===== src/rtl/mem_access_unit_if.sv =====
`default_nettype none
// ============================================================================
// Module      : mem_access_unit_if
// Description : CPU request/response and data-memory bus bundle for
//               mem_access_unit.
// Revision    : 1.0 - initial release
// ============================================================================
interface mem_access_unit_if;
    logic        req_valid;
    logic        req_write;
    logic [1:0]  req_size;
    logic        req_signed;
    logic [31:0] req_addr;
    logic [31:0] req_wdata;
    logic        stall;
    logic        rsp_valid;
    logic        rsp_err;
    logic [31:0] rsp_rdata;
    logic [31:0] mem_addr;
    logic [31:0] mem_dataW;
    logic        mem_enaR;
    logic        mem_enaW;
    logic [31:0] mem_data_out;

    // Unit side
    modport slave (
        input  req_valid, req_write, req_size, req_signed, req_addr, req_wdata,
        input  mem_data_out,
        output stall, rsp_valid, rsp_err, rsp_rdata,
        output mem_addr, mem_dataW, mem_enaR, mem_enaW
    );

    // CPU plus memory side
    modport master (
        output req_valid, req_write, req_size, req_signed, req_addr, req_wdata,
        output mem_data_out,
        input  stall, rsp_valid, rsp_err, rsp_rdata,
        input  mem_addr, mem_dataW, mem_enaR, mem_enaW
    );
endinterface
`default_nettype wire


===== src/rtl/mem_access_unit.sv =====
`default_nettype none
// ============================================================================
// Module      : mem_access_unit
// Description : Load/store initiator for a word-addressed synchronous memory,
//               with read-modify-write for sub-word stores.
// Revision    : 1.0 - initial release
// ============================================================================
module mem_access_unit (
    input  wire logic        clk,
    input  wire logic        rst,
    mem_access_unit_if.slave bus
);
    localparam logic [2:0] S_IDLE      = 3'd0;
    localparam logic [2:0] S_READ      = 3'd1;
    localparam logic [2:0] S_READ_WAIT = 3'd2;
    localparam logic [2:0] S_WRITE     = 3'd3;
    localparam logic [2:0] S_RESP      = 3'd4;

    localparam logic [1:0] C_SZ_BYTE = 2'b00;
    localparam logic [1:0] C_SZ_HALF = 2'b01;
    localparam logic [1:0] C_SZ_WORD = 2'b10;

    logic [2:0]  r_state;
    logic        r_write;
    logic [1:0]  r_size;
    logic        r_signed;
    logic [31:0] r_addr;
    logic [15:0] r_wdata;
    logic        r_err;
    logic [31:0] r_rsp_rdata;
    logic [31:0] r_mem_addr;
    logic [31:0] r_mem_dataw;
    logic        r_mem_enar;
    logic        r_mem_enaw;

    logic        w_misaligned;
    logic [7:0]  w_byte;
    logic [15:0] w_half;
    logic [31:0] w_load_data;
    logic [31:0] w_mask;
    logic [31:0] w_rep;
    logic [31:0] w_merged;

    assign w_misaligned = (bus.req_size == 2'b11)
                        | ((bus.req_size == C_SZ_HALF) & bus.req_addr[0])
                        | ((bus.req_size == C_SZ_WORD) & (|bus.req_addr[1:0]));

    // Little-endian lane extraction from the word returned by memory
    always_comb begin
        w_byte = bus.mem_data_out[7:0];
        case (r_addr[1:0])
            2'd0:    w_byte = bus.mem_data_out[7:0];
            2'd1:    w_byte = bus.mem_data_out[15:8];
            2'd2:    w_byte = bus.mem_data_out[23:16];
            default: w_byte = bus.mem_data_out[31:24];
        endcase
        w_half = r_addr[1] ? bus.mem_data_out[31:16] : bus.mem_data_out[15:0];
        case (r_size)
            C_SZ_BYTE: w_load_data = r_signed ? {{24{w_byte[7]}}, w_byte}
                                              : {24'd0, w_byte};
            C_SZ_HALF: w_load_data = r_signed ? {{16{w_half[15]}}, w_half}
                                              : {16'd0, w_half};
            default:   w_load_data = bus.mem_data_out;
        endcase
    end

    // Replicate store data across all lanes, then keep only the addressed one
    always_comb begin
        if (r_size == C_SZ_BYTE) begin
            w_mask = 32'h0000_00FF << {r_addr[1:0], 3'b000};
            w_rep  = {4{r_wdata[7:0]}};
        end else begin
            w_mask = 32'h0000_FFFF << {r_addr[1], 4'b0000};
            w_rep  = {2{r_wdata}};
        end
        w_merged = (bus.mem_data_out & ~w_mask) | (w_rep & w_mask);
    end

    always_ff @(posedge clk) begin
        if (rst) begin
            r_state     <= S_IDLE;
            r_write     <= 1'b0;
            r_size      <= 2'b00;
            r_signed    <= 1'b0;
            r_addr      <= 32'd0;
            r_wdata     <= 16'd0;
            r_err       <= 1'b0;
            r_rsp_rdata <= 32'd0;
            r_mem_addr  <= 32'd0;
            r_mem_dataw <= 32'd0;
            r_mem_enar  <= 1'b0;
            r_mem_enaw  <= 1'b0;
        end else begin
            case (r_state)
                S_IDLE: begin
                    if (bus.req_valid) begin
                        r_write  <= bus.req_write;
                        r_size   <= bus.req_size;
                        r_signed <= bus.req_signed;
                        r_addr   <= bus.req_addr;
                        r_wdata  <= bus.req_wdata[15:0];
                        r_err    <= w_misaligned;
                        if (w_misaligned) begin
                            r_rsp_rdata <= 32'd0;
                            r_state     <= S_RESP;
                        end else if (bus.req_write && (bus.req_size == C_SZ_WORD)) begin
                            r_mem_enaw  <= 1'b1;
                            r_mem_addr  <= {2'b00, bus.req_addr[31:2]};
                            r_mem_dataw <= bus.req_wdata;
                            r_state     <= S_WRITE;
                        end else begin
                            r_mem_enar <= 1'b1;
                            r_mem_addr <= {2'b00, bus.req_addr[31:2]};
                            r_state    <= S_READ;
                        end
                    end
                end
                S_READ: begin
                    r_mem_enar <= 1'b0;
                    r_mem_addr <= 32'd0;
                    r_state    <= S_READ_WAIT;
                end
                S_READ_WAIT: begin
                    if (r_write) begin
                        r_mem_enaw  <= 1'b1;
                        r_mem_addr  <= {2'b00, r_addr[31:2]};
                        r_mem_dataw <= w_merged;
                        r_state     <= S_WRITE;
                    end else begin
                        r_rsp_rdata <= w_load_data;
                        r_state     <= S_RESP;
                    end
                end
                S_WRITE: begin
                    r_mem_enaw  <= 1'b0;
                    r_mem_addr  <= 32'd0;
                    r_mem_dataw <= 32'd0;
                    r_rsp_rdata <= 32'd0;
                    r_state     <= S_RESP;
                end
                S_RESP: begin
                    r_state <= S_IDLE;
                end
                default: begin
                    r_state <= S_IDLE;
                end
            endcase
        end
    end

    assign bus.stall     = (r_state != S_IDLE) && (r_state != S_RESP);
    assign bus.rsp_valid = (r_state == S_RESP);
    assign bus.rsp_err   = (r_state == S_RESP) && r_err;
    assign bus.rsp_rdata = r_rsp_rdata;
    assign bus.mem_addr  = r_mem_addr;
    assign bus.mem_dataW = r_mem_dataw;
    assign bus.mem_enaR  = r_mem_enar;
    assign bus.mem_enaW  = r_mem_enaw;
endmodule
`default_nettype wire


===== src/flat_wrapper.sv =====
// flat-port wrapper written by rule: the top's interface ports become plain ports
module mem_access_unit_flat 
  (clk, rst, bus_req_valid, bus_req_write, bus_req_size, bus_req_signed, bus_req_addr, bus_req_wdata, bus_mem_data_out, bus_stall, bus_rsp_valid, bus_rsp_err, bus_rsp_rdata, bus_mem_addr, bus_mem_dataW, bus_mem_enaR, bus_mem_enaW);
  mem_access_unit_if bus_i ();
  input  wire logic clk;
  input  wire logic rst;
  input wire logic [$bits(bus_i.req_valid)-1:0] bus_req_valid;
  input wire logic [$bits(bus_i.req_write)-1:0] bus_req_write;
  input wire logic [$bits(bus_i.req_size)-1:0] bus_req_size;
  input wire logic [$bits(bus_i.req_signed)-1:0] bus_req_signed;
  input wire logic [$bits(bus_i.req_addr)-1:0] bus_req_addr;
  input wire logic [$bits(bus_i.req_wdata)-1:0] bus_req_wdata;
  input wire logic [$bits(bus_i.mem_data_out)-1:0] bus_mem_data_out;
  output wire logic [$bits(bus_i.stall)-1:0] bus_stall;
  output wire logic [$bits(bus_i.rsp_valid)-1:0] bus_rsp_valid;
  output wire logic [$bits(bus_i.rsp_err)-1:0] bus_rsp_err;
  output wire logic [$bits(bus_i.rsp_rdata)-1:0] bus_rsp_rdata;
  output wire logic [$bits(bus_i.mem_addr)-1:0] bus_mem_addr;
  output wire logic [$bits(bus_i.mem_dataW)-1:0] bus_mem_dataW;
  output wire logic [$bits(bus_i.mem_enaR)-1:0] bus_mem_enaR;
  output wire logic [$bits(bus_i.mem_enaW)-1:0] bus_mem_enaW;
  assign bus_i.req_valid = bus_req_valid;
  assign bus_i.req_write = bus_req_write;
  assign bus_i.req_size = bus_req_size;
  assign bus_i.req_signed = bus_req_signed;
  assign bus_i.req_addr = bus_req_addr;
  assign bus_i.req_wdata = bus_req_wdata;
  assign bus_i.mem_data_out = bus_mem_data_out;
  assign bus_stall = bus_i.stall;
  assign bus_rsp_valid = bus_i.rsp_valid;
  assign bus_rsp_err = bus_i.rsp_err;
  assign bus_rsp_rdata = bus_i.rsp_rdata;
  assign bus_mem_addr = bus_i.mem_addr;
  assign bus_mem_dataW = bus_i.mem_dataW;
  assign bus_mem_enaR = bus_i.mem_enaR;
  assign bus_mem_enaW = bus_i.mem_enaW;
  mem_access_unit u_core (.clk(clk), .rst(rst), .bus(bus_i));
endmodule

===== config.mk =====
export PLATFORM = sky130hd
export DESIGN_NAME = mem_access_unit_flat
export DESIGN_NICKNAME = d
export VERILOG_FILES = /design/src/rtl/mem_access_unit_if.sv /design/src/rtl/mem_access_unit.sv /design/src/flat_wrapper.sv
export SDC_FILE = /design/constraint.sdc
export NUM_CORES = 1
export LEC_CHECK = 0
export ABC_AREA = 1
export BUFFER_PORTS_ARGS = -buffer_cell sky130_fd_sc_hd__buf_2
export CORE_AREA = 4 4 142 144
export CTS_BUF_LIST = sky130_fd_sc_hd__clkbuf_16
export DETAILED_ROUTE_END_ITERATION = 7
export DIE_AREA = 0 0 146 148
export SYNTH_ARGS = -nofsm -noshare
export SYNTH_HDL_FRONTEND = slang
export SYNTH_SLANG_ARGS = --single-unit

===== constraint.sdc =====
create_clock -name clk -period 3.67 [get_ports clk]
set_input_delay 0.734 -clock clk [delete_from_list [all_inputs] [get_ports clk]]
set_output_delay 0.734 -clock clk [all_outputs]
set_load 0.01 [all_outputs]

Word level (Yosys, flattened, before mapping)
Index checks and enable logic that the tools add are counted.
- flip-flop bits (word level): 154
- bits of input ports: 103
- output and inout bits: 101
- word-level logic and storage cells: 91
- equality and inequality tests: 18
- shift-type cells: 2
- multiplexer cells: 34
- bitwise gates (word level): 8
- reduce and logical (&&, ||, !) cells: 17
- operator list (operator ; count):
    two-way mux 32 bit ; 14
    one-hot mux 32 bit (3 select lines) ; 3
    bitwise AND 32 bit ; 2
    one-hot mux 32 bit (2 select lines) ; 1
    inverter 32 bit ; 1
    bitwise OR 32 bit ; 1
    << shifter 16 x 5 -> 32 bit, first input constant ; 1
    << shifter 8 x 5 -> 32 bit, first input constant ; 1
    one-hot mux 8 bit (3 select lines) ; 1
    two-way mux 16 bit ; 1
    one-hot mux 3 bit (4 select lines) ; 1
    AND reduction 4 bit ; 3
    two-way mux 3 bit ; 3
    nonzero test 3 bit ; 3
    != test 2 bit, second input constant ; 4
    two-way mux 1 bit ; 7
    equality test 2 x 1 -> 1 bit, second input constant ; 3
    equality test 2 bit, second input constant ; 3
    equality test 3 x 2 -> 1 bit, second input constant ; 2
    != test 2 x 1 -> 1 bit, second input constant ; 3
    AND reduction 5 bit ; 1
    logical NOT 2 bit ; 2
    OR reduction 2 bit ; 2
    equality test 3 x 1 -> 1 bit, second input constant ; 1
    other kinds (11) ; 15

Longest topological paths before layout
- word-level depth: 7
- depth in mapped cells: 10
- mapped depth without buffers: 9

Least setup slack after synthesis
No wires, ideal clock.
- kind: input-to-reg
- from: input port bus_req_valid
- to: register u_core.r_mem_dataw[21], in the netlist u_core.bus.mem_dataW[21]
- library setup time: 112 ps
- arrival: 1824 ps
- required time: 3558 ps
- path slack: 1734 ps
- cell stages on the path: 10
- path buffers: 3
- path through: clkbuf_1 nand3b_1 nand2_1 clkinv_1 nand3b_1 buf_2 buf_2 nand2_1 nand2_1 nor2_1
- cells in the longest elaborated chain, start to end: 2
- RTL lines (item ; line ; RTL):
    from (decl) ; flat_wrapper.sv:7 ; input wire logic [$bits(bus_i.req_valid)-1:0] bus_req_valid;
    != test 2 bit (no line) ; n/a ;
    AND reduction 5 bit (no line) ; n/a ;
    to (signal assigned) ; mem_access_unit.sv:109 ; r_mem_dataw <= bus.req_wdata;
    to (signal assigned) ; mem_access_unit.sv:127 ; r_mem_dataw <= w_merged;
    to (decl) ; mem_access_unit.sv:32 ; logic [31:0] r_mem_dataw;
No other way between the ends.
A chain may end at the register's enable or synchronous reset.

Worst setup path in the final report
- from: register u_core.r_size[1]
- to: register u_core.r_rsp_rdata[27], in the netlist u_core.bus.rsp_rdata[27]
- cells in the longest elaborated chain, start to end: 4
- elaborated cells on any way between the ends: 5
- those cells by class: 1 x eq/ne; 3 x mux; 1 x reduce/logical
- RTL lines (item ; line ; RTL):
    from (decl) ; mem_access_unit.sv:25 ; logic [1:0] r_size;
    from (signal assigned) ; mem_access_unit.sv:98 ; r_size <= bus.req_size;
    equality test 2 x 1 -> 1 bit or logical NOT 2 bit (tied branches) ; mem_access_unit.sv:58 ; case (r_size)
    one-hot mux 32 bit (2 select lines) * ; mem_access_unit.sv:58 ;
    two-way mux 32 bit * ; mem_access_unit.sv:124 ; if (r_write) begin
    one-hot mux 32 bit (3 select lines) * ; mem_access_unit.sv:94 ; case (r_state)
    to (signal assigned) ; mem_access_unit.sv:130 ; r_rsp_rdata <= w_load_data;
    to (decl) ; mem_access_unit.sv:30 ; logic [31:0] r_rsp_rdata;
Every way passes the cells marked *; elsewhere a longest branch is shown, timed or not. The select of a mux whose other input is x is not followed.

==> reports/qor.yml <==
setup_path:
  crit_slowest_cell: "sky130_fd_sc_hd__nor2_2"
  end_kind: "register"
  worst_setup_path_start_kind: "register"
  worst-r2r-cell-count: 8
  ff2ff_setup_slack_ns: 1.36
  worst-path-max-fanout: 37
  worst_r2r_startpoint: "u_core.r_size[1]"
  worst-setup-path-type: "reg -> reg"
  cp.required_ns: 4.01
  arrival_ns: 2.65
  crit_path_max_incr_delay_ns: 0.66
  regToRegEndpoint: "u_core.bus.rsp_rdata[27]"
  timing.critical_path.cells: "buf_4 > nor2_2 > inv_2 > nor2_4 > nand3_4 > nand2_4 > nand3_1 > a21oi_1"
die:
  starting_density_of_the_core_pct: 39.91
  num_io_pins: 204
  die-area_mm2: 0.02161
  core_mm2: 0.01871
  die_h_um: 148
  std_cell_rows: 50
  dieWidth_um: 146
timing:
  rsz0062_at_grt: "no"
  finalMaxSlewViolations: 0
  holdWs_ns: 0.4565
  layout_worst_path_cycle_share_pct: 62.88
  clock-skew-final_ns: 0.005538
  relSlewSlack_pct: 22.64
  setup_violations: 0
  worst_slew_pin_slew_ns: 1.158
  fmax_mhz: 433.3
  timing.setup.tns_ns: 0
  setup_slack_ns: 1.362
  layout_min_cycle_time_ns: 2.308
  finalHoldViolCount: 0
synthesis:
  synth_enable_flop_cells: 0
  synth_seq_area_share_pct: 40.76
  syn_area_mm2: 0.007466
  synth_cells: 1168
  post_synth.cell_area_avg_um2: 6.392
  synth-warning-count: 0
  netlist-cell-type-count: 28
  ys_async_sr_fraction_pct: 0
  postSynthRegisterBits: 152
  synthFlopType: "sky130_fd_sc_hd__dfxtp_1"
grt:
  via_count_of_the_first_global_routing_pass: 7393
  grt_use_total_pct: 22.39
  antenna_found_initial: 4
  grt-ovfl-total: 0
  maximum_number_of_pins_on_one_net_before_global_route_repair: 66
  wire_length_of_the_first_global_routing_pass_mm: 39.25
cts:
  cts_root_buf: "sky130_fd_sc_hd__clkbuf_16"
  clkSinkCount: 152
  cts_max_level: 4
  clkLatencyLatePin_ns: 0.42
  post_cts_resize_count: 0
  tritoncts_clock_tree: "built"
  cts.hold.buffers_added: 0
  tritoncts.num_buffers: 17
  clk_pin_slew_worst_paths_ns: 0.06
  clock_tree.buffer_depth: 2
  cts_post_setup_buffers_inserted: 0
routing:
  finalWirelength_mm: 24.74
  routedWlPerCell_um: 15.69
  drt_first_iter_violations: 500
  routed-via-count: 7898
  detail-route-antenna-nets: 0
  first_pass_iters: 5
  detail_route.vias_per_cell: 5.008
  drc: 0
worst_hold_path:
  hold_path.startpoint: "u_core.r_err"
  timing.hold.worst_path_depth: 2
  worstHoldPathType: "reg -> reg"
  hold_path_end: "u_core.r_err"
pwr:
  switching_power_mw: 1.685
  comb_power_share_pct: 26.7
  p_int_mw: 3.207
  power.share.clock_pct: 33.3
  pwr-share-seq_pct: 39.9
  max-vdd-ir-drop_uv: 384.1
  p_leak_nw: 4.588
  switching_share_pct: 34.44
  power_per_cell_area_mw_per_mm2: 537.4
cells_and_area:
  nNetsFinal: 1432
  most-common-layout-cells: "sky130_fd_sc_hd__nand2_1, sky130_fd_sc_hd__buf_2, sky130_fd_sc_hd__nor2_1"
  synth_to_final_area_change_pct: 21.94
  layout-drive-gt1-share_pct: 19.60
  final_common_cell: "sky130_fd_sc_hd__nand2_1"
  finalNonFillerCells: 1577
run_status:
  run_status: "complete, no violations"
place:
  hpwlAfterDp_mm: 17.36
  dpl.cell_count: 1544
  port_buffers: 201
  dpl_ws_ns: 1.210
  place.gp.congestion: 0.8679
flow_run:
  timing.max_cap.violations: 0
[power by group through the flow]
stage | clock network, mW | registers [mW] | logic (mW)
after floorplan | 0 | 2.04 | 0.821
after global placement | 0 | 1.99 | 1.30
after detailed placement | 0 | 1.99 | 1.31
after CTS | 1.67 | 1.96 | 1.31
after global routing | 1.74 | 1.98 | 1.49
final | 1.63 | 1.95 | 1.31
[cells in the mapped netlist (3+ instances only)]
cell / n / share of area [%]
sky130_fd_sc_hd__buf_2: 27 / 1.8
sky130_fd_sc_hd__clkbuf_1: 40 / 2.0
sky130_fd_sc_hd__dfxtp_1: 152 / 41
sky130_fd_sc_hd__inv_1: 89 / 4.5
sky130_fd_sc_hd__nand3_1: 81 / 5.4
sky130_fd_sc_hd__buf_1: 6 / 0.30
sky130_fd_sc_hd__nor3_1: 3 / 0.20
sky130_fd_sc_hd__nand2_1: 347 / 17
sky130_fd_sc_hd__inv_2: 3 / 0.15
sky130_fd_sc_hd__a21oi_1: 123 / 8.2
sky130_fd_sc_hd__a22oi_1: 30 / 3.0
sky130_fd_sc_hd__o21ai_0: 84 / 5.6
sky130_fd_sc_hd__nor2_1: 161 / 8.1
sky130_fd_sc_hd__buf_4: 4 / 0.40
[critical path: cells and delay by family, from the launching register on]
kind / cells / cell delay (ns)
simple gates: 5 / 1.33
flops: 1 / 0.29
compound gates: 1 / 0.15
buf+inv: 2 / 0.45
[layout make-up]
cell class	instances	area, um2
antenna	1	2.502
clock buffer	17	425.4
inverter	94	352.8
sequential	152	3043
timing repair buffer	219	1141
clock inverter	15	112.6
tap	234	292.8
fill	2010	9602
multi-input combinational	845	3734
[worst max path at each step]
stage | startpoint | endpoint | slack, ns | depth (start not counted)
floorplan | bus_req_valid | u_core.bus.mem_dataW[21] | 1.73 | 10
global placement | bus_req_valid | u_core.bus.mem_dataW[13] | 1.26 | 9
detailed placement | bus_req_valid | u_core.bus.mem_dataW[15] | 1.21 | 9
CTS | u_core.r_size[1] | u_core.bus.rsp_rdata[17] | 1.40 | 8
global route | u_core.r_size[1] | u_core.bus.mem_dataW[24] | 1.13 | 9
finish | u_core.r_size[1] | u_core.bus.rsp_rdata[27] | 1.36 | 8
[layer usage]
| layer | up-vias | track usage [%] | part of all wire, % |
|---|---|---|---|
| li1 | 4047 | - | - |
| met1 | 3529 | 29.85 | 46 |
| met2 | 273 | 35.10 | 45 |
| met3 | 43 | 6.193 | 7.4 |
| met4 | 6 | 7.761 | 2.2 |
| met5 | - | 0 | 0.16 |
[state kept, by name, summed over array words and instances, names as in the netlist]
signal,flops
u_core.bus.mem_dataW,32
u_core.bus.rsp_rdata,32
u_core.r_addr,32
u_core.bus.mem_addr,30
u_core.r_wdata,16
u_core.r_state,3
u_core.r_size,2
u_core.bus.mem_enaR,1
u_core.bus.mem_enaW,1
u_core.r_err,1
u_core.r_signed,1
u_core.r_write,1
[kinds of logic after synthesis]
| group | Yosys count | share of synthesized area, % |
|---|---|---|
| buf+inv | 172 | 9.402 |
| flops | 152 | 40.76 |
| simple gates | 603 | 32.58 |
| other cells | 1 | 0.05023 |
| compound gates | 240 | 17.21 |
[stage by stage]
stage / instance area [um2] / utilization [%] / power, mW
floorplan: 7470 / - / 2.862
global placement: 8563 / 45.78 / 3.285
detailed placement: 8563 / 45.78 / 3.295
CTS: 9101 / 48.66 / 4.933
global route: 9104 / 48.67 / 5.201
finish: 9104 / 48.67 / 4.892
Power figures use the tool's default switching activity.
